### src/rtl/multdiv_issue_ctrl.sv
`default_nettype none
// ============================================================================
// Module  : multdiv_issue_ctrl
// Issues one multiply/divide op at a time to the shared multdiv unit and
// returns its tagged result through a valid/ready response port.
// Rev     : 1.0  initial release
// ============================================================================
module multdiv_issue_ctrl #(
  parameter int unsigned WDOG_LIMIT = 63
) (
  input  logic        clk_i,
  input  logic        rst_ni,
  // upstream request
  input  logic        req_valid_i,
  output logic        req_ready_o,
  input  logic [1:0]  req_op_i,
  input  logic [1:0]  req_signed_i,
  input  logic [31:0] req_op_a_i,
  input  logic [31:0] req_op_b_i,
  input  logic [4:0]  req_tag_i,
  input  logic        kill_i,
  // multdiv unit side
  output logic        mult_en_o,
  output logic        div_en_o,
  output logic        mult_sel_o,
  output logic        div_sel_o,
  output logic [1:0]  operator_o,
  output logic [1:0]  signed_mode_o,
  output logic [31:0] op_a_o,
  output logic [31:0] op_b_o,
  input  logic [67:0] imd_val_d_i,
  input  logic [1:0]  imd_val_we_i,
  output logic [67:0] imd_val_q_o,
  input  logic        valid_i,
  input  logic [31:0] multdiv_result_i,
  output logic        multdiv_ready_id_o,
  // response
  output logic        rsp_valid_o,
  input  logic        rsp_ready_i,
  output logic [31:0] rsp_result_o,
  output logic [4:0]  rsp_tag_o,
  output logic        err_o
);

  typedef enum logic [1:0] {
    IDLE  = 2'd0,
    BUSY  = 2'd1,
    RESP  = 2'd2,
    ABORT = 2'd3
  } state_e;

  state_e      state_q, state_d;
  logic [1:0]  op_q, op_d;
  logic [1:0]  signed_q, signed_d;
  logic [31:0] op_a_q, op_a_d;
  logic [31:0] op_b_q, op_b_d;
  logic [4:0]  tag_q, tag_d;
  logic [31:0] result_q, result_d;
  logic [33:0] imd_lo_q, imd_lo_d;
  logic [33:0] imd_hi_q, imd_hi_d;
  logic [6:0]  cnt_q, cnt_d;
  logic        err_q, err_d;

  logic        req_ready;
  logic        accept;
  logic        unit_active;
  logic        unit_active_d;

  always_comb begin
    state_d  = state_q;
    op_d     = op_q;
    signed_d = signed_q;
    op_a_d   = op_a_q;
    op_b_d   = op_b_q;
    tag_d    = tag_q;
    result_d = result_q;
    imd_lo_d = imd_lo_q;
    imd_hi_d = imd_hi_q;
    cnt_d    = 7'd0;
    err_d    = err_q;

    unit_active = (state_q == BUSY) || (state_q == ABORT);

    req_ready = 1'b0;
    if (!kill_i) begin
      if (state_q == IDLE) begin
        req_ready = 1'b1;
      end else if ((state_q == RESP) && rsp_ready_i) begin
        req_ready = 1'b1;
      end
    end
    accept = req_valid_i && req_ready;

    case (state_q)
      IDLE: begin
        if (accept) state_d = BUSY;
      end
      BUSY: begin
        // a completion coinciding with a flush is simply dropped
        if (kill_i) begin
          state_d = valid_i ? IDLE : ABORT;
        end else if (valid_i) begin
          result_d = multdiv_result_i;
          state_d  = RESP;
        end
      end
      RESP: begin
        if (kill_i) begin
          state_d = IDLE;
        end else if (rsp_ready_i) begin
          state_d = accept ? BUSY : IDLE;
        end
      end
      ABORT: begin
        // keep the unit running until it reports done so it re-enters its idle state
        if (valid_i) state_d = IDLE;
      end
      default: state_d = IDLE;
    endcase

    if (accept) begin
      op_d     = req_op_i;
      signed_d = req_signed_i;
      op_a_d   = req_op_a_i;
      op_b_d   = req_op_b_i;
      tag_d    = req_tag_i;
    end

    if (imd_val_we_i[0]) imd_lo_d = imd_val_d_i[33:0];
    if (imd_val_we_i[1]) imd_hi_d = imd_val_d_i[67:34];

    // counter restarts whenever BUSY/ABORT is entered from IDLE or RESP
    unit_active_d = (state_d == BUSY) || (state_d == ABORT);
    if (unit_active_d && unit_active) begin
      cnt_d = (cnt_q == 7'd127) ? cnt_q : cnt_q + 7'd1;
    end
    err_d = err_q || (unit_active_d && (32'(cnt_d) > WDOG_LIMIT));
  end

  always_ff @(posedge clk_i or negedge rst_ni) begin
    if (!rst_ni) begin
      state_q  <= IDLE;
      op_q     <= 2'd0;
      signed_q <= 2'd0;
      op_a_q   <= 32'd0;
      op_b_q   <= 32'd0;
      tag_q    <= 5'd0;
      result_q <= 32'd0;
      imd_lo_q <= 34'd0;
      imd_hi_q <= 34'd0;
      cnt_q    <= 7'd0;
      err_q    <= 1'b0;
    end else begin
      state_q  <= state_d;
      op_q     <= op_d;
      signed_q <= signed_d;
      op_a_q   <= op_a_d;
      op_b_q   <= op_b_d;
      tag_q    <= tag_d;
      result_q <= result_d;
      imd_lo_q <= imd_lo_d;
      imd_hi_q <= imd_hi_d;
      cnt_q    <= cnt_d;
      err_q    <= err_d;
    end
  end

  assign req_ready_o        = req_ready;
  assign mult_en_o          = unit_active && (op_q <= 2'd1);
  assign mult_sel_o         = unit_active && (op_q <= 2'd1);
  assign div_en_o           = unit_active && (op_q >= 2'd2);
  assign div_sel_o          = unit_active && (op_q >= 2'd2);
  assign multdiv_ready_id_o = unit_active;
  assign operator_o         = op_q;
  assign signed_mode_o      = signed_q;
  assign op_a_o             = op_a_q;
  assign op_b_o             = op_b_q;
  assign imd_val_q_o        = {imd_hi_q, imd_lo_q};
  assign rsp_valid_o        = (state_q == RESP);
  assign rsp_result_o       = result_q;
  assign rsp_tag_o          = tag_q;
  assign err_o              = err_q;

endmodule
`default_nettype wire

### config.mk
export PLATFORM = sky130hd
export DESIGN_NAME = multdiv_issue_ctrl
export DESIGN_NICKNAME = d
export VERILOG_FILES = /design/src/rtl/multdiv_issue_ctrl.sv
export SDC_FILE = /design/constraint.sdc
export NUM_CORES = 1
export LEC_CHECK = 0
export ABC_AREA = 1
export CELL_PAD_IN_SITES_DETAIL_PLACEMENT = 1
export CELL_PAD_IN_SITES_GLOBAL_PLACEMENT = 2
export CORE_MARGIN = 3
export CORE_UTILIZATION = 25
export DETAILED_ROUTE_END_ITERATION = 12
export MAX_ROUTING_LAYER = met4
export PLACE_DENSITY_LB_ADDON = 0.1
export SKIP_CTS_REPAIR_TIMING = 1
export SYNTH_ARGS = -nofsm -noshare
export SYNTH_HDL_FRONTEND = slang
export SYNTH_SLANG_ARGS = --single-unit
### constraint.sdc
create_clock -name clk_i -period 2.19 [get_ports clk_i]
set_input_delay 0.3285 -clock clk_i [delete_from_list [all_inputs] [get_ports clk_i]]
set_output_delay 0.3285 -clock clk_i [all_outputs]
set_load 0.02 [all_outputs]
==> results.json, run 1 <==
{
  "yosys.area_share.simple_pct": 17.5,
  "power_density_nw_per_um2": 1100,
  "totalWireLength_um": 25000,
  "nNetsFinal": 1209,
  "synth.distinct_cells": 28,
  "start_util_pct": 25.8,
  "detail_route.wl_per_cell_um": 17.6,
  "clkTransAtPathRegs_ns": 0.08,
  "status": "finished, final reports clean",
  "start_kind": "flop",
  "fin_crit_ns": 1.96,
  "finalCritPeriodShare_pct": 89.5,
  "regArea_sq_um": 4580,
  "synth_nets": 853,
  "drc_errors": 0,
  "place_inst": 1385,
  "crit_type": "flop to output pin",
  "place_congestion": 0.731,
  "grt_pass1_wl_um": 37800,
  "synth_mux_area_share_pct": 10.5,
  "first_pass_iters": 4,
  "clkLatencyLatePin_ns": 0.43,
  "synthesis.area_sq_um": 7310,
  "grt_setup_unrepaired": "no",
  "multi_input_area_sq_um": 2280,
  "synth_compound_area_share_pct": 2.79,
  "antenna_found_initial": 3,
  "dp_hpwl_um": 18300,
  "critPathTopFamily": "buffers and inverters",
  "r2r_setup_slack_ns": 0.58,
  "slowest_stage": "clkdlybuf4s50_1",
  "die_area_sq_um": 31300,
  "grt_usage_pct": 16.2,
  "tightest_slew_ns": 0.469,
  "avgSynthCellArea_sq_um": 10.9,
  "slew-limit-headroom_pct": 68.7,
  "yosys_warnings": 0,
  "row_count": 61,
  "ys_seq_elements": 183,
  "dp_slack_ns": 0.123,
  "cts_buffers": 17,
  "synthToLayoutAreaGrowth_pct": 63.8,
  "vias": 5936,
  "stdcell_area_sq_um": 12000,
  "p_leak_nw": 5.48,
  "cts_root_buf": "clkbuf_16",
  "postPlaceCellArea_sq_um": 11400,
  "die_w_um": 177,
  "final_cell_count_no_fill": 1421,
  "min_path_type": "input port to flop",
  "grt_pass1_vias": 6316,
  "synth_top_family_by_area": "simple AND/OR/NAND/NOR gates",
  "synthXorXnorAreaFrac_pct": 0.240,
  "report.final.setup_viol": 0,
  "postSynthCellCount": 671,
  "postRouteAntennaNets": 0,
  "hold_violations": 0,
  "port_buffers": 361,
  "fin_tns_setup_ns": 0,
  "io_pins": 362,
  "max-cap-violations": 0,
  "cts_tree": "done",
  "finClkSkew_ns": 0.0128,
  "num-fill-cells": 3128,
  "h-tree-depth": 4,
  "clk_path_buf_depth": 2,
  "core_area_sq_um": 28300,
  "peakVddDrop_mv": 0.419,
  "drt-initial-drc-count": 157,
  "gr-total-overflow": 0,
  "cp_num_buf_inv": 2,
  "report.final.slew_viol_count": 0,
  "critPathMaxFanout": 6,
  "synthAdderAreaFrac_pct": 0.171,
  "grt_start_max_net_pins": 76,
  "cp_slowest_stage_delay_ns": 0.60,
  "layout-drive-gt1-share_pct": 12.8,
  "critical_path_required_ns": 1.86,
  "fin_ws_ns": 0.230,
  "viasPerCell": 4.18,
  "die_h_um": 177,
  "yosysSeqAreaShare_pct": 62.6,
  "total_power_mw": 13.2,
  "arrival_ns": 1.63,
  "fmax_mhz": 510,
  "path_cells": "nand2_1 > inv_1 > clkdlybuf4s50_1",
  "cts.sink_count": 183,
  "endpoint_kind": "output pin"
}
routing by layer:
metal  wire (um)  share of wire, %  vias to the layer above  track usage [%]
li1            -                 -                     2878                -
met1       10800                43                     2810             19.5
met2       11300                45                      237             25.3
met3        2770                11                       11             7.51
met4         176              0.70                        0             3.14
met5           0                 0                        -                -
synthesized netlist by cell type:
library cell  number  area (sq um)
a21oi_1            2          10.0
a31oi_1            1          6.26
and2_4             1          8.76
buf_12             1          20.0
buf_2             22           110
buf_4              8          60.1
buf_6              5          56.3
buf_8              1          15.0
clkbuf_1           3          11.3
dfrtp_1          183          4580
ha_1               1          12.5
inv_1             48           180
inv_2              1          3.75
mux2_2            68           766
nand2_1          194           728
nand2_4            1          11.3
nand3_1           72           360
nand3_2           10           100
nand3_4            1          17.5
nand4_1            2          12.5
nor2_1             7          26.3
nor2_4             1          11.3
o211ai_1           2          15.0
o21ai_0            1          5.00
o21ai_1           32           160
o21bai_1           1          7.51
xnor2_1            1          8.76
xor2_1             1          8.76
cell usage in the layout (no fill, tap or decap), types with 2 or more instances in the layout:
master,instances
clkdlybuf4s50_1,355
nand2_1,194
dfrtp_1,182
nand3_1,72
mux2_2,68
inv_1,48
o21ai_1,32
clkbuf_16,17
nand3_2,10
buf_12,9
nor2_1,7
buf_4,7
inv_8,4
dlymetal6s2s_1,4
diode_2,3
inv_6,3
clkinv_4,3
o211ai_1,2
a21oi_1,2
nand4_1,2
clkbuf_8,2
per-stage QoR:
stage / hold slack, ns / utilization [%]
global route: 0.363 / 42.3
detailed placement: 0.294 / 40.1
CTS: -0.188 / 42.2
finish: 0.357 / 42.3
global placement: 0.297 / 40.1
floorplan: 0.0329 / -
tightest hold or removal path, cell delays in order:
cell	delay, ns
buf_4	0.11
nand2_4	0.16
nand2_1	0.10
nand2_1	0.04
report_power, final:
part,switching (mW),leakage (nW),total [mW],internal [mW]
Combinational,2.71,2.95,5.18,2.47
Sequential,0.514,2.23,4.84,4.33
Clock,1.52,0.292,3.18,1.66
flip-flops by register name (all words and copies together), names as in the netlist:
register       count
err_o              1
state_q            2
operator_o         2
cnt_q              7
imd_lo_q          34
op_b_o            32
imd_hi_q          34
op_a_o            32
rsp_tag_o          5
rsp_result_o      32
signed_mode_o      2
worst paths after layout:
| path | startpoint | endpoint | depth (start not counted) |
|---|---|---|---|
| worst min-delay path | req_valid_i | signed_mode_o[1]$_DFFE_PN0P_ | 4 |
| worst min register to register | operator_o[0]$_DFFE_PN0P_ | operator_o[0]$_DFFE_PN0P_ | 2 |
| min in group asynchronous | rst_ni | imd_lo_q[3]$_DFFE_PN0P_ | 2 |
| worst max-delay path | state_q[0]$_DFF_PN0_ | div_sel_o | 3 |
| worst max register to register | state_q[0]$_DFF_PN0_ | op_b_o[22]$_DFFE_PN0P_ | 7 |
| max in group asynchronous | rst_ni | imd_hi_q[18]$_DFFE_PN0P_ | 3 |
cell type report:
type                       instances  share of cell area, %
timing repair buffer             377                   32.2
inverter                          49                   1.54
tap                              378                   3.95
clock inverter                    14                   1.31
clock buffer                      18                   3.67
antenna                            3                 0.0627
sequential                       183                   38.2
multi-input combinational        399                   19.0
cell families after synthesis:
logic type               after synthesis
AND/OR/NAND/NOR                      289
flip-flops                           183
buffers and inverters                 89
multiplexers                          68
adder cells (fa/ha/maj)                1
AO/OA/AOI/OAI                         39
XOR/XNOR                               2
No activity file was read; power rests on OpenSTA's default activity.
==> run 2: changes to the inputs <==
ABC_CLOCK_PERIOD_IN_PS = 2190   (was default)
==> results of run 2 <==
No change in the layout: final DEF, timing and power equal those of run 1.
==> run 3: changes to the inputs <==
GPL_TIMING_DRIVEN = 0   (was default)
PLACE_DENSITY_LB_ADDON = 0.12   (was 0.1)
==> results.json, run 3 (synthesis results as in run 1) <==
{
  "top_regs": "imd_hi_q: 34 flops, imd_lo_q: 34 flops",
  "hold_violations": 0,
  "grt_use_met3_pct": 7.06,
  "post-route-util_pct": 42.4,
  "grt_usage_pct": 16.1,
  "slew-limit-headroom_pct": 51.9,
  "finClkSkew_ns": 0.0132,
  "num-fill-cells": 3141,
  "core_area_sq_um": 28300,
  "gr-total-overflow": 0,
  "critPathMaxFanout": 10,
  "antenna_found_initial": 3,
  "grt-busiest-layer": "met2",
  "postRouteAntennaNets": 0,
  "detail_route.wl_per_cell_um": 17.2,
  "max-cap-violations": 0,
  "h-tree-depth": 4,
  "place_congestion": 0.714,
  "report.final.slew_viol_count": 0,
  "clkLatencyLatePin_ns": 0.43,
  "row_count": 61,
  "peakVddDrop_mv": 0.541,
  "die_w_um": 177,
  "cts_tree": "done",
  "vias": 6156,
  "status": "finished, final reports clean",
  "met2_usage_pct": 25.1,
  "pwr-share-seq_pct": 37.0,
  "sw_frac_of_total_pct": 36.1,
  "p_leak_nw": 5.50,
  "combPwrFrac_pct": 39.8,
  "die_h_um": 177,
  "grt_setup_unrepaired": "no",
  "cts_root_buf": "clkbuf_16",
  "die_area_sq_um": 31300,
  "hold_path_depth": 2,
  "fmax_mhz": 482,
  "cts_buffers": 17,
  "drc_errors": 0,
  "min_path_type": "input port to flop",
  "endpoint_kind": "output pin",
  "crit_type": "flop to output pin",
  "power.internal_mw": 8.40,
  "tightest_slew_ns": 0.721,
  "first_pass_iters": 4,
  "grt_pass1_wl_um": 37800,
  "reg2reg_depth": 6,
  "clkPwrFrac_pct": 23.2,
  "layout-drive-gt1-share_pct": 14.6,
  "p_sw_mw": 4.74,
  "report.final.setup_viol": 0,
  "start_kind": "flop",
  "grt_pass1_vias": 6642,
  "viasPerCell": 4.26,
  "drt-initial-drc-count": 197,
  "fin_crit_ns": 2.08,
  "most-common-layout-cells": "clkdlybuf4s50_1, nand2_1, dfrtp_1",
  "layout_commonest_cell": "clkdlybuf4s50_1",
  "clkTransAtPathRegs_ns": 0.07,
  "power_density_nw_per_um2": 1090,
  "place_inst": 1409,
  "arrival_ns": 1.75,
  "port_buffers": 359,
  "final_cell_count_no_fill": 1445,
  "totalWireLength_um": 24800,
  "finalCritPeriodShare_pct": 94.8,
  "synthToLayoutAreaGrowth_pct": 64.2,
  "r2r_setup_slack_ns": 0.73,
  "total_power_mw": 13.1,
  "critical_path_required_ns": 1.86,
  "dp_hpwl_um": 18600,
  "grt_use_met1_pct": 18.9,
  "clk_path_buf_depth": 2,
  "cts.sink_count": 183,
  "nNetsFinal": 1233,
  "io_pins": 362,
  "grt_start_max_net_pins": 101,
  "start_util_pct": 25.8
}
[run 3: critical path, cell delays in order, from the launching register on]
cell and delay, ns:
dfrtp_2 0.46, nor2_1 0.20, and2_4 0.23, clkbuf_4 0.22, clkbuf_2 0.22
[run 3: final cells by class]
cell class                 count  area, sq um  area share [%]
antenna                        3         7.51          0.0625
buffer                        40          275            2.29
clock buffer                  19          443            3.69
clock inverter                13          130            1.08
inverter                      49          184            1.53
multi-input combinational    399         2280            19.0
sequential                   183         4580            38.2
tap                          378          473            3.94
timing repair buffer         361         3640            30.3
[run 3: stage by stage]
step / area (sq um) / hold WS, ns / worst slack (ns) / TNS, ns
CTS: 12000 / -0.101 / -0.452 / -0.496
floorplan: 7310 / 0.0329 / 0.826 / 0
finish: 12000 / 0.285 / 0.113 / 0
detailed placement: 11400 / 0.382 / -0.264 / -0.264
global route: 12000 / 0.273 / 0.0294 / 0
global placement: 11400 / 0.447 / -7.84 / -1431.67
[run 3: final timing paths]
check | start | to
worst max-delay path | state_q[0]$_DFF_PN0_ | req_ready_o
worst min register to register | op_a_o[26]$_DFFE_PN0P_ | op_a_o[26]$_DFFE_PN0P_
max in group asynchronous | rst_ni | imd_lo_q[20]$_DFFE_PN0P_
worst min-delay path | imd_val_we_i[0] | imd_lo_q[2]$_DFFE_PN0P_
min in group asynchronous | rst_ni | op_b_o[2]$_DFFE_PN0P_
worst max register to register | state_q[0]$_DFF_PN0_ | op_b_o[27]$_DFFE_PN0P_
[run 3: power by group through the flow]
stage	Clock [mW]	Combinational (mW)	Sequential [mW]
2_1_floorplan	0	1.21	6.07
3_3_place_gp	0	5.31	4.89
3_5_place_dp	0	5.33	4.91
4_1_cts	3.19	5.34	4.87
5_1_grt	3.34	5.64	5.00
6_report	3.05	5.23	4.86
[run 3: metal layers]
layer	vias up	wire (um)
met5	-	0
met4	0	454
met3	27	2750
met2	258	11100
met1	2944	10500
li1	2927	-
